==> src/rtl/scp_pkg.sv <==
// Shared encodings for the scp_079 sequencer: FSM states, alarm codes, colour one-hots.
package scp_pkg;

   localparam int unsigned COL_W       = 3;
   localparam int unsigned ALM_CODE_W  = 2;
   localparam int unsigned SCP_STATE_W = 3;

   typedef enum logic [1:0] {
      RUN   = 2'd0,
      DWELL = 2'd1,
      ALARM = 2'd2,
      LOCK  = 2'd3
   } fsm_e;

   localparam logic [ALM_CODE_W-1:0] ALM_NONE = 2'd0;
   localparam logic [ALM_CODE_W-1:0] ALM_A1   = 2'd1;
   localparam logic [ALM_CODE_W-1:0] ALM_A2   = 2'd2;
   localparam logic [ALM_CODE_W-1:0] ALM_A3   = 2'd3;

   // Colour vectors are {green, yellow, red}; COL_NONE marks an empty request slot.
   localparam logic [COL_W-1:0] COL_G    = 3'b100;
   localparam logic [COL_W-1:0] COL_Y    = 3'b010;
   localparam logic [COL_W-1:0] COL_R    = 3'b001;
   localparam logic [COL_W-1:0] COL_NONE = 3'b000;

   // Highest-priority requested colour (red > yellow > green), or COL_NONE.
   function automatic logic [COL_W-1:0] req_to_col(input logic g, input logic y, input logic r);
      logic [COL_W-1:0] col;
      col = COL_NONE;
      if (r)      col = COL_R;
      else if (y) col = COL_Y;
      else if (g) col = COL_G;
      return col;
   endfunction

endpackage

==> src/rtl/scp_alarm_latch.sv <==
// Edge-detects the a1/a2/a3 alarms and holds the highest one until acknowledged.
module scp_alarm_latch
   import scp_pkg::*;
(
   input  logic                  clock,
   input  logic                  reset_n,
   input  logic                  a1,
   input  logic                  a2,
   input  logic                  a3,
   input  logic                  alarm_ack,
   output logic                  alarm_pending,
   output logic [ALM_CODE_W-1:0] alarm_code,
   output logic                  a3_rise_c
);

   logic [2:0]            alm_prev_q, alm_prev_d;
   logic                  pending_q, pending_d;
   logic [ALM_CODE_W-1:0] code_q, code_d;
   logic [2:0]            rise;
   logic [ALM_CODE_W-1:0] rise_code;

   // Rise detection, priority encode and pending/code update; a new rise beats an ack.
   always_comb begin
      alm_prev_d = {a3, a2, a1};
      pending_d  = pending_q;
      code_d     = code_q;
      rise       = {a3, a2, a1} & ~alm_prev_q;
      rise_code  = ALM_NONE;
      if (rise[2])      rise_code = ALM_A3;
      else if (rise[1]) rise_code = ALM_A2;
      else if (rise[0]) rise_code = ALM_A1;

      if (rise_code != ALM_NONE) begin
         if (!pending_q || alarm_ack || (rise_code > code_q)) begin
            pending_d = 1'b1;
            code_d    = rise_code;
         end
      end else if (alarm_ack) begin
         pending_d = 1'b0;
         code_d    = ALM_NONE;
      end
   end

   // Alarm latch registers; previous samples reset to 0 so alarms high at release count as rises.
   always_ff @(posedge clock or negedge reset_n) begin
      if (!reset_n) begin
         alm_prev_q <= 3'b000;
         pending_q  <= 1'b0;
         code_q     <= ALM_NONE;
      end else begin
         alm_prev_q <= alm_prev_d;
         pending_q  <= pending_d;
         code_q     <= code_d;
      end
   end

   assign a3_rise_c     = a3 & ~alm_prev_q[2];
   assign alarm_pending = pending_q;
   assign alarm_code    = code_q;

endmodule

==> src/rtl/scp_079_sequencer.sv <==
// Sequences the scp_079 colour/timer inputs from operator requests, alarms and cheat detection.
module scp_079_sequencer
   import scp_pkg::*;
#(
   parameter int unsigned TIMER_W    = 6,
   parameter int unsigned MIN_DWELL  = 4,
   parameter int unsigned CHEAT_HOLD = 3
)
(
   input  logic                   clock,
   input  logic                   reset_n,
   input  logic                   req_green,
   input  logic                   req_yellow,
   input  logic                   req_red,
   input  logic [SCP_STATE_W-1:0] scp_state,
   input  logic                   a1,
   input  logic                   a2,
   input  logic                   a3,
   input  logic                   cheat_in,
   input  logic                   alarm_ack,
   output logic                   green,
   output logic                   yellow,
   output logic                   red,
   output logic [TIMER_W-1:0]     timer,
   output logic                   alarm_pending,
   output logic [ALM_CODE_W-1:0]  alarm_code,
   output logic                   lockout
);

   localparam int unsigned DWELL_W = $clog2(MIN_DWELL + 1);
   localparam int unsigned CHEAT_W = $clog2(CHEAT_HOLD + 1);
   localparam logic [TIMER_W-1:0] TIMER_MAX  = '1;
   localparam logic [DWELL_W-1:0] DWELL_LAST = DWELL_W'(MIN_DWELL - 1);
   localparam logic [CHEAT_W-1:0] CHEAT_MAX  = CHEAT_W'(CHEAT_HOLD);

   fsm_e                   state_q, state_d;
   logic [COL_W-1:0]       col_q, col_d;
   logic [COL_W-1:0]       col_prev_q, col_prev_d;
   logic [COL_W-1:0]       slot_q, slot_d;
   logic [DWELL_W-1:0]     dwell_q, dwell_d;
   logic [CHEAT_W-1:0]     cheat_q, cheat_d;
   logic [TIMER_W-1:0]     timer_q, timer_d;
   logic [SCP_STATE_W-1:0] scp_prev_q, scp_prev_d;
   logic                   lockout_q, lockout_d;

   logic [COL_W-1:0]       req_col;
   logic [COL_W-1:0]       slot_nx;
   logic                   timer_clr;
   logic                   a3_rise_c;

   scp_alarm_latch u_alarm_latch (
      .clock         (clock),
      .reset_n       (reset_n),
      .a1            (a1),
      .a2            (a2),
      .a3            (a3),
      .alarm_ack     (alarm_ack),
      .alarm_pending (alarm_pending),
      .alarm_code    (alarm_code),
      .a3_rise_c     (a3_rise_c)
   );

   // Request slot, cheat counter and timer update.
   always_comb begin
      req_col = req_to_col(req_green, req_yellow, req_red);
      slot_nx = slot_q;
      if (req_col != COL_NONE) begin
         slot_nx = (req_col == col_q) ? COL_NONE : req_col;
      end

      cheat_d = '0;
      if (cheat_in) begin
         cheat_d = (cheat_q == CHEAT_MAX) ? cheat_q : cheat_q + CHEAT_W'(1);
      end

      col_prev_d = col_q;
      scp_prev_d = scp_state;
      timer_clr  = (col_q != col_prev_q) || (scp_state != scp_prev_q);
      if (timer_clr)                 timer_d = '0;
      else if (timer_q == TIMER_MAX) timer_d = timer_q;
      else                           timer_d = timer_q + TIMER_W'(1);
   end

   // Next-state and colour logic, priority LOCK > ALARM > DWELL/RUN; the last dwell cycle acts like RUN.
   always_comb begin
      state_d   = state_q;
      col_d     = col_q;
      slot_d    = slot_nx;
      dwell_d   = dwell_q;
      lockout_d = lockout_q;

      if ((state_q == LOCK) || (cheat_d == CHEAT_MAX)) begin
         state_d   = LOCK;
         col_d     = COL_R;
         slot_d    = COL_NONE;
         lockout_d = 1'b1;
      end else if (a3_rise_c) begin
         state_d = ALARM;
         col_d   = COL_R;
      end else if (state_q == ALARM) begin
         if (alarm_ack) state_d = RUN;
      end else if ((state_q == DWELL) && (dwell_q != DWELL_LAST)) begin
         dwell_d = dwell_q + DWELL_W'(1);
      end else if (slot_nx != COL_NONE) begin
         col_d   = slot_nx;
         slot_d  = COL_NONE;
         dwell_d = '0;
         state_d = DWELL;
      end else begin
         state_d = RUN;
      end
   end

   // State and datapath registers.
   always_ff @(posedge clock or negedge reset_n) begin
      if (!reset_n) begin
         state_q    <= RUN;
         col_q      <= COL_G;
         col_prev_q <= COL_G;
         slot_q     <= COL_NONE;
         dwell_q    <= '0;
         cheat_q    <= '0;
         timer_q    <= '0;
         scp_prev_q <= '0;
         lockout_q  <= 1'b0;
      end else begin
         state_q    <= state_d;
         col_q      <= col_d;
         col_prev_q <= col_prev_d;
         slot_q     <= slot_d;
         dwell_q    <= dwell_d;
         cheat_q    <= cheat_d;
         timer_q    <= timer_d;
         scp_prev_q <= scp_prev_d;
         lockout_q  <= lockout_d;
      end
   end

   assign {green, yellow, red} = col_q;
   assign timer                = timer_q;
   assign lockout              = lockout_q;

endmodule

==> config.mk <==
export PLATFORM = sky130hd
export DESIGN_NAME = scp_079_sequencer
export DESIGN_NICKNAME = d
export VERILOG_FILES = /design/src/rtl/scp_pkg.sv /design/src/rtl/scp_alarm_latch.sv /design/src/rtl/scp_079_sequencer.sv
export SDC_FILE = /design/constraint.sdc
export NUM_CORES = 1
export LEC_CHECK = 0
export ABC_AREA = 1
export ABC_CLOCK_PERIOD_IN_PS = 2100
export CAP_MARGIN = 5
export CORE_MARGIN = 2
export CORE_UTILIZATION = 52
export CTS_CLUSTER_DIAMETER = 100
export DETAILED_ROUTE_END_ITERATION = 8
export PLACE_DENSITY_LB_ADDON = 0.2
export SYNTH_ARGS = -nofsm -noshare
export SYNTH_HDL_FRONTEND = slang
export SYNTH_SLANG_ARGS = --single-unit
export TNS_END_PERCENT = 20
==> constraint.sdc <==
create_clock -name clock -period 2.1 [get_ports clock]
set_input_delay 0.315 -clock clock [delete_from_list [all_inputs] [get_ports clock]]
set_output_delay 0.315 -clock clock [all_outputs]
set_load 0.03 [all_outputs]
# [Word-level counts from Yosys, hierarchy flattened]
# Cells that the tools add are included.
[totals] register_bits=32 inputBits=13
[op_classes] n_addsub=3 n_eq_ne=16 n_lt_le_gt_ge=1 bitwise_logic=7 mux=35 n_reduce_logical=16
[op_table] operator="3-bit 2-to-1 mux" n=17
[op_table] operator="2-bit 2-to-1 mux" n=11
[op_table] operator="6-bit 2-to-1 mux" n=2
[op_table] operator="3-bit nonzero test" n=3
[op_table] operator="2-bit equality test (second input constant)" n=4
[op_table] operator="4-bit inequality test (second input constant)" n=2
[op_table] operator="6-bit by 1-bit adder with 6-bit output (second input constant)" n=1
[op_table] operator="6-bit equality test (second input constant)" n=1
[op_table] operator="3-bit inequality test" n=2
[op_table] operator="3-bit inequality test (second input constant)" n=2
[op_table] operator="2-bit nonzero test" n=3
[op_table] operator="1-bit 2-to-1 mux" n=5
[op_table] operator="1-bit logical OR" n=4
[op_table] operator="2-bit inequality test (second input constant)" n=2
[op_table] operator="1-bit inverter" n=4
[op_table] operator="2-bit AND reduction" n=2
[op_table] operator="4-bit AND reduction" n=1
[op_table] operator="3-bit by 1-bit adder with 3-bit output (second input constant)" n=1
[op_table] operator="3-bit bitwise AND" n=1
[op_table] operator="3-bit equality test" n=1
[op_table] operator="3-bit by 2-bit inequality test with 1-bit output (second input constant)" n=1
[op_table] operator="3-bit inverter" n=1
[op_table] operator="3-bit AND reduction" n=1
[op_table] operator="2-bit by 1-bit adder with 2-bit output (second input constant)" n=1
[op_table] operator="other kinds (5)" n=5

# [Depth between registers and ports, before layout]
# Gate-level depths: netlist of the first run.
[depth] depth_word=12 depth_mapped=13 depth_no_buf=13

# [Modules after synthesis]
# From an unflattened synthesis of the first run, not the netlist that was laid out.
[hier_totals] hier_cells=188 area_unflattened_um2=1667.8
[by_module_without_submodules] module="scp_079_sequencer" cells_per_inst=148 seq_area_each_um2=653.1 area_per_inst_um2=1320.0 instances=1
[by_module_without_submodules] module="scp_alarm_latch" cells_per_inst=40 seq_area_each_um2=150.1 area_per_inst_um2=347.8 instances=1

# [Worst setup path before layout of the first run]
# OpenSTA, ideal clock, no wires.
[synth_timing] kind="register -> register" from="reg u_alarm_latch.alm_prev_q[2]" to="reg u_alarm_latch.code_q[0] (netlist: u_alarm_latch.alarm_code[0])" arrival_time_ns=1.603 synth_period_minus_slack_ns=1.735 stages_incl_launch_ff=10 path_slack_ns=0.365 cell_sequence="dfrtp_1 or2_1 o21ai_0 ha_1 inv_1 nor2_1 o21ai_0 nand2_1 a21oi_1 o21ai_0"
[synth_between] elab_chain_len=7 elab_cells_between_ends=11
[synth_rtl] element="from (decl)" line="scp_alarm_latch.sv:16" source="logic [2:0] alm_prev_q, alm_prev_d;"
[synth_rtl] element="from (signal assigned)" line="scp_alarm_latch.sv:51" source="alm_prev_q <= alm_prev_d;"
[synth_rtl] element="3-bit inverter *" line="scp_alarm_latch.sv:27" source="rise = {a3, a2, a1} & ~alm_prev_q;"
[synth_rtl] element="3-bit bitwise AND *" line="scp_alarm_latch.sv:27"
[synth_rtl] element="2-bit 2-to-1 mux *" line="scp_alarm_latch.sv:29" source="if (rise[2]) rise_code = ALM_A3;"
[synth_rtl] element="2-bit greater-than comparator" line="scp_alarm_latch.sv:34" source="if (!pending_q || alarm_ack || (rise_code > code_q)) begin"
[synth_rtl] element="1-bit logical OR" line="scp_alarm_latch.sv:34"
[synth_rtl] element="2-bit inequality test (no line)"
[synth_rtl] element="2-bit AND reduction (no line)"
[synth_rtl] element="to (signal assigned)" line="scp_alarm_latch.sv:53" source="code_q <= code_d;"
[synth_rtl] element="to (decl)" line="scp_alarm_latch.sv:18" source="logic [ALM_CODE_W-1:0] code_q, code_d;"
# Every way passes the cells marked *; elsewhere a longest branch is shown, timed or not. The select of a mux whose other input is x is not followed.
# A chain may end at the register's enable or synchronous reset.

# [Worst setup path after layout of the first run]
[layout_timing] from="in a3" to="reg u_alarm_latch.code_q[1] (netlist: u_alarm_latch.alarm_code[1])"
[layout_between] elab_chain_len=6 elab_cells_between_ends=10
[layout_rtl] element="from (decl)" line="scp_079_sequencer.sv:18" source="input logic a3,"
[layout_rtl] element="3-bit bitwise AND *" line="scp_alarm_latch.sv:27"
[layout_rtl] element="2-bit 2-to-1 mux *" line="scp_alarm_latch.sv:29"
[layout_rtl] element="2-bit greater-than comparator" line="scp_alarm_latch.sv:34"
[layout_rtl] element="1-bit logical OR" line="scp_alarm_latch.sv:34"
[layout_rtl] element="2-bit inequality test (no line)"
[layout_rtl] element="2-bit AND reduction (no line)"
# Marked as above.

==> metrics.md, run 1 <==
| Metric | Value |
|---|---|
| Outcome | `complete, no violations` |
| N_diodes | `0` |
| Gp weighted congestion | `0.792` |
| Fin crit share | `0.932` |
| Met1 Usage GRT | `0.211` |
| Leakage | `0.958 nW` |
| CTS tree | `done` |
| Dominant cell type by area after synthesis | `dfrtp_1` |
| Yosys top cell area share | `0.470` |
| Worst path cell trace | `clkdlybuf4s50_1, inv_1, or2_1, o21ai_0, ha_1, inv_1, nor2_1, o21ai_0, nand2_1, a21oi_2, nand2_1, o21ai_0` |
| Combinational power share | `0.144` |
| Most frequent cells after synthesis | `37 x nand2_1, 30 x dfrtp_1, 26 x nor2_1` |
| Setup Fix Bufs, Post-CTS | `0` |
| Yosys Warn Count | `0` |
| Vias per cell | `5.16` |
| Clock Sinks | `32` |
| Kind of critical path | `input port to register` |
| Final setup viols | `0` |
| Total Power | `1.29 mW` |
| Crit path arrival time | `2210 ps` |
| Post-synth EDFFs | `0` |
| ANT nets after route | `0` |
| Fin area | `2000 um2` |
| Largest net degree at the start of global routing | `33` |
| DIE WIDTH | `59.4 um` |
| Grt met3 use | `0.0655` |
| Cell-internal power | `0.966 mW` |
| Largest fanout on the critical path | `4` |
| F_max | `511 MHz` |
| Vias in the first global route | `1348` |
| HP Class | `input port to async pin` |
| Seq pwr share | `0.503` |
| Clock latency on the worst-skew pair | `330 ps` |
| Min Tclk post-route | `1960 ps` |
| DRT Pass-1 Iters | `4` |
| Die Y | `59.4 um` |
| Post-Synthesis Cells | `186` |
| Final Max Tran Viols | `0` |
| CTS root buf | `clkbuf_4` |
| Core footprint | `2980 um2` |
| Worst slew pin tran | `393 ps` |
| Area contributors post-synth | `dfrtp_1 47%, nand2_1 8.7%, nor2_1 6.1%` |
| Hold Vio Cnt, Final | `0` |
| Initial antenna violation count | `0` |
| Dpl hpwl | `2460 um` |
| DR WL/cell | `12.2 um` |
| Final net count | `240` |
| DR iter-0 viols | `32` |
| Syn Area/Cell | `8.59 um2` |
| Grt total ovfl | `0` |
| Clk pwr share | `0.352` |
| Pwr/cell area | `647 nW/um2` |
| CP endpoint kind | `register` |
| Clock slew at reported path FFs | `100 ps` |
| Slowest-stage cell, CP | `clkdlybuf4s50_1` |
| Switching part of the total | `0.253` |
| All-Layer GR Usage | `0.207` |
| Worst Path Required | `2350 ps` |
| Area delta synth->final | `25.1%` |
| Initial core utilization | `0.537` |
| Routed via count | `1321` |
| Most used routing layer | `met2` |
| Cell Rows | `20` |
| Sequential share of the synthesized area | `0.503` |
| Mapped Nets | `204` |
| Maxcap violations | `0` |
| CP max stage delay | `470 ps` |
| Synth Cell Area | `1600 um2` |
| H-tree levels | `2` |
| Share of layout cells above drive strength 1 | `0.152` |
| Psw | `0.328 mW` |
| Clock tree buffer depth | `2` |
| Yosys reg bits | `32` |
| Max Clock Skew | `10.4 ps` |
| Top FF cell, synth | `dfrtp_1` |
| Most frequent cell after synthesis | `nand2_1` |
| Critical Path Most Common Cell | `o21ai_0` |
| Port bufs | `25` |
| First-pass GRT wire length | `5400 um` |
| DRC viols | `0` |
| Unrepaired setup endpoints after global routing | `no` |
| Peak supply drop | `390 uV` |
| Routed WL | `3130 um` |
| Boundary Pins | `26` |
| Placed cell area | `1920 um2` |
| Post-synthesis cell type count | `29` |
| Asr flop ratio synth | `1.00` |
| Die area | `3530 um2` |
| GRT met2 Usage | `0.374` |
| Max transition margin | `0.738` |
| Worst Setup Start Kind | `input port` |
| CTS Buf Count | `5` |
## layout by cell type, fill, tap and decap left out, types with 5 or more instances in the layout
cell type,netlist,routed
xor2_1,5,5
clkdlybuf4s50_1,0,25
nand2_1,37,37
dfrtp_1,30,30
clkbuf_4,0,5
ha_1,5,5
inv_1,21,21
o21ai_0,6,6
nor2_1,26,26
nand3_1,8,8
inv_2,6,6
a21oi_1,9,8
## stage by stage
stage	util	hold WS (ps)	TNS (ps)	cells	setup WS (ps)
floorplan	-	19.4	0	186	365
global placement	0.645	403	-160	248	-80.6
finish	0.671	361	0	256	142
detailed placement	0.645	401	-520	248	-273
global route	0.671	400	0	256	66.4
CTS	0.670	361	0	256	87.3
## area by class of cell
class / count / area, um2
Inverter: 27 / 101
Sequential cell: 32 / 803
Fill cell: 261 / 978
Multi-Input combinational cell: 127 / 697
Timing Repair Buffer: 29 / 280
Tap cell: 33 / 41.3
Clock buffer: 6 / 41.3
Clock inverter: 2 / 35.0
## worst max-delay path: cells and delay by family
kind | cells | cell delay (ps)
fa+ha+maj | 1 | 320
compound gates | 4 | 580
buf+inv | 3 | 560
simple gates | 4 | 430
## power groups by stage
stage	Sequential (mW)	Clock [mW]	Combinational [mW]
detailed placement	0.662	0	0.186
finish	0.651	0.456	0.186
global placement	0.661	0	0.175
CTS	0.651	0.467	0.186
global route	0.654	0.499	0.208
floorplan	0.681	0	0.0764
## layer usage
layer	part of all wire	up-vias
met5	0	-
met2	0.52	33
met1	0.41	614
met4	0.020	0
met3	0.052	10
li1	-	664
## repair_timing
item	4_1_cts	5_1_grt
endpoints found under the setup margin	0	2
resized for setup	0	1
hold buffers	0	0
endpoints found under the hold margin	0	0
## final timing paths
check,startpoint,to,slack (ps),cells after the start
max,a3,u_alarm_latch.alarm_code[1],140,12
min,reset_n,timer[4],360,2
max reg2reg,dwell_q[0],dwell_q[2],240,8
min reg2reg,col_prev_d[2],col_prev_q[2],410,0
max in group asynchronous,reset_n,col_prev_q[2],1420,2
min in group clock,col_prev_d[2],col_prev_q[2],410,0
## kinds of logic (layout without fill, tap and decap cells)
group           Yosys count  count (layout)  share of synthesized area
compound gates           23              23                     0.0901
xor+xnor                  8               8                     0.0439
fa+ha+maj                 5               5                     0.0392
buf+inv                  27              64                     0.0634
flops                    32              32                      0.503
simple gates             91              91                      0.261
## state kept, by name (all words and copies together), names as in the netlist
signal,cells
dwell_q,3
u_alarm_latch.alm_prev_q,3
col_prev_q,3
lockout,1
u_alarm_latch.alarm_code,2
timer,6
slot_q,3
u_alarm_latch.alarm_pending,1
state_q,2
cheat_q,2
col_prev_d,3
scp_prev_q,3
Note: power is estimated with default switching activity, not from simulation.
==> inputs of run 2 (changes only) <==
GPL_ROUTABILITY_DRIVEN = 0   (was not set)
==> results of run 2 <==
The final DEF is identical to that of run 1; final timing and power are the same.
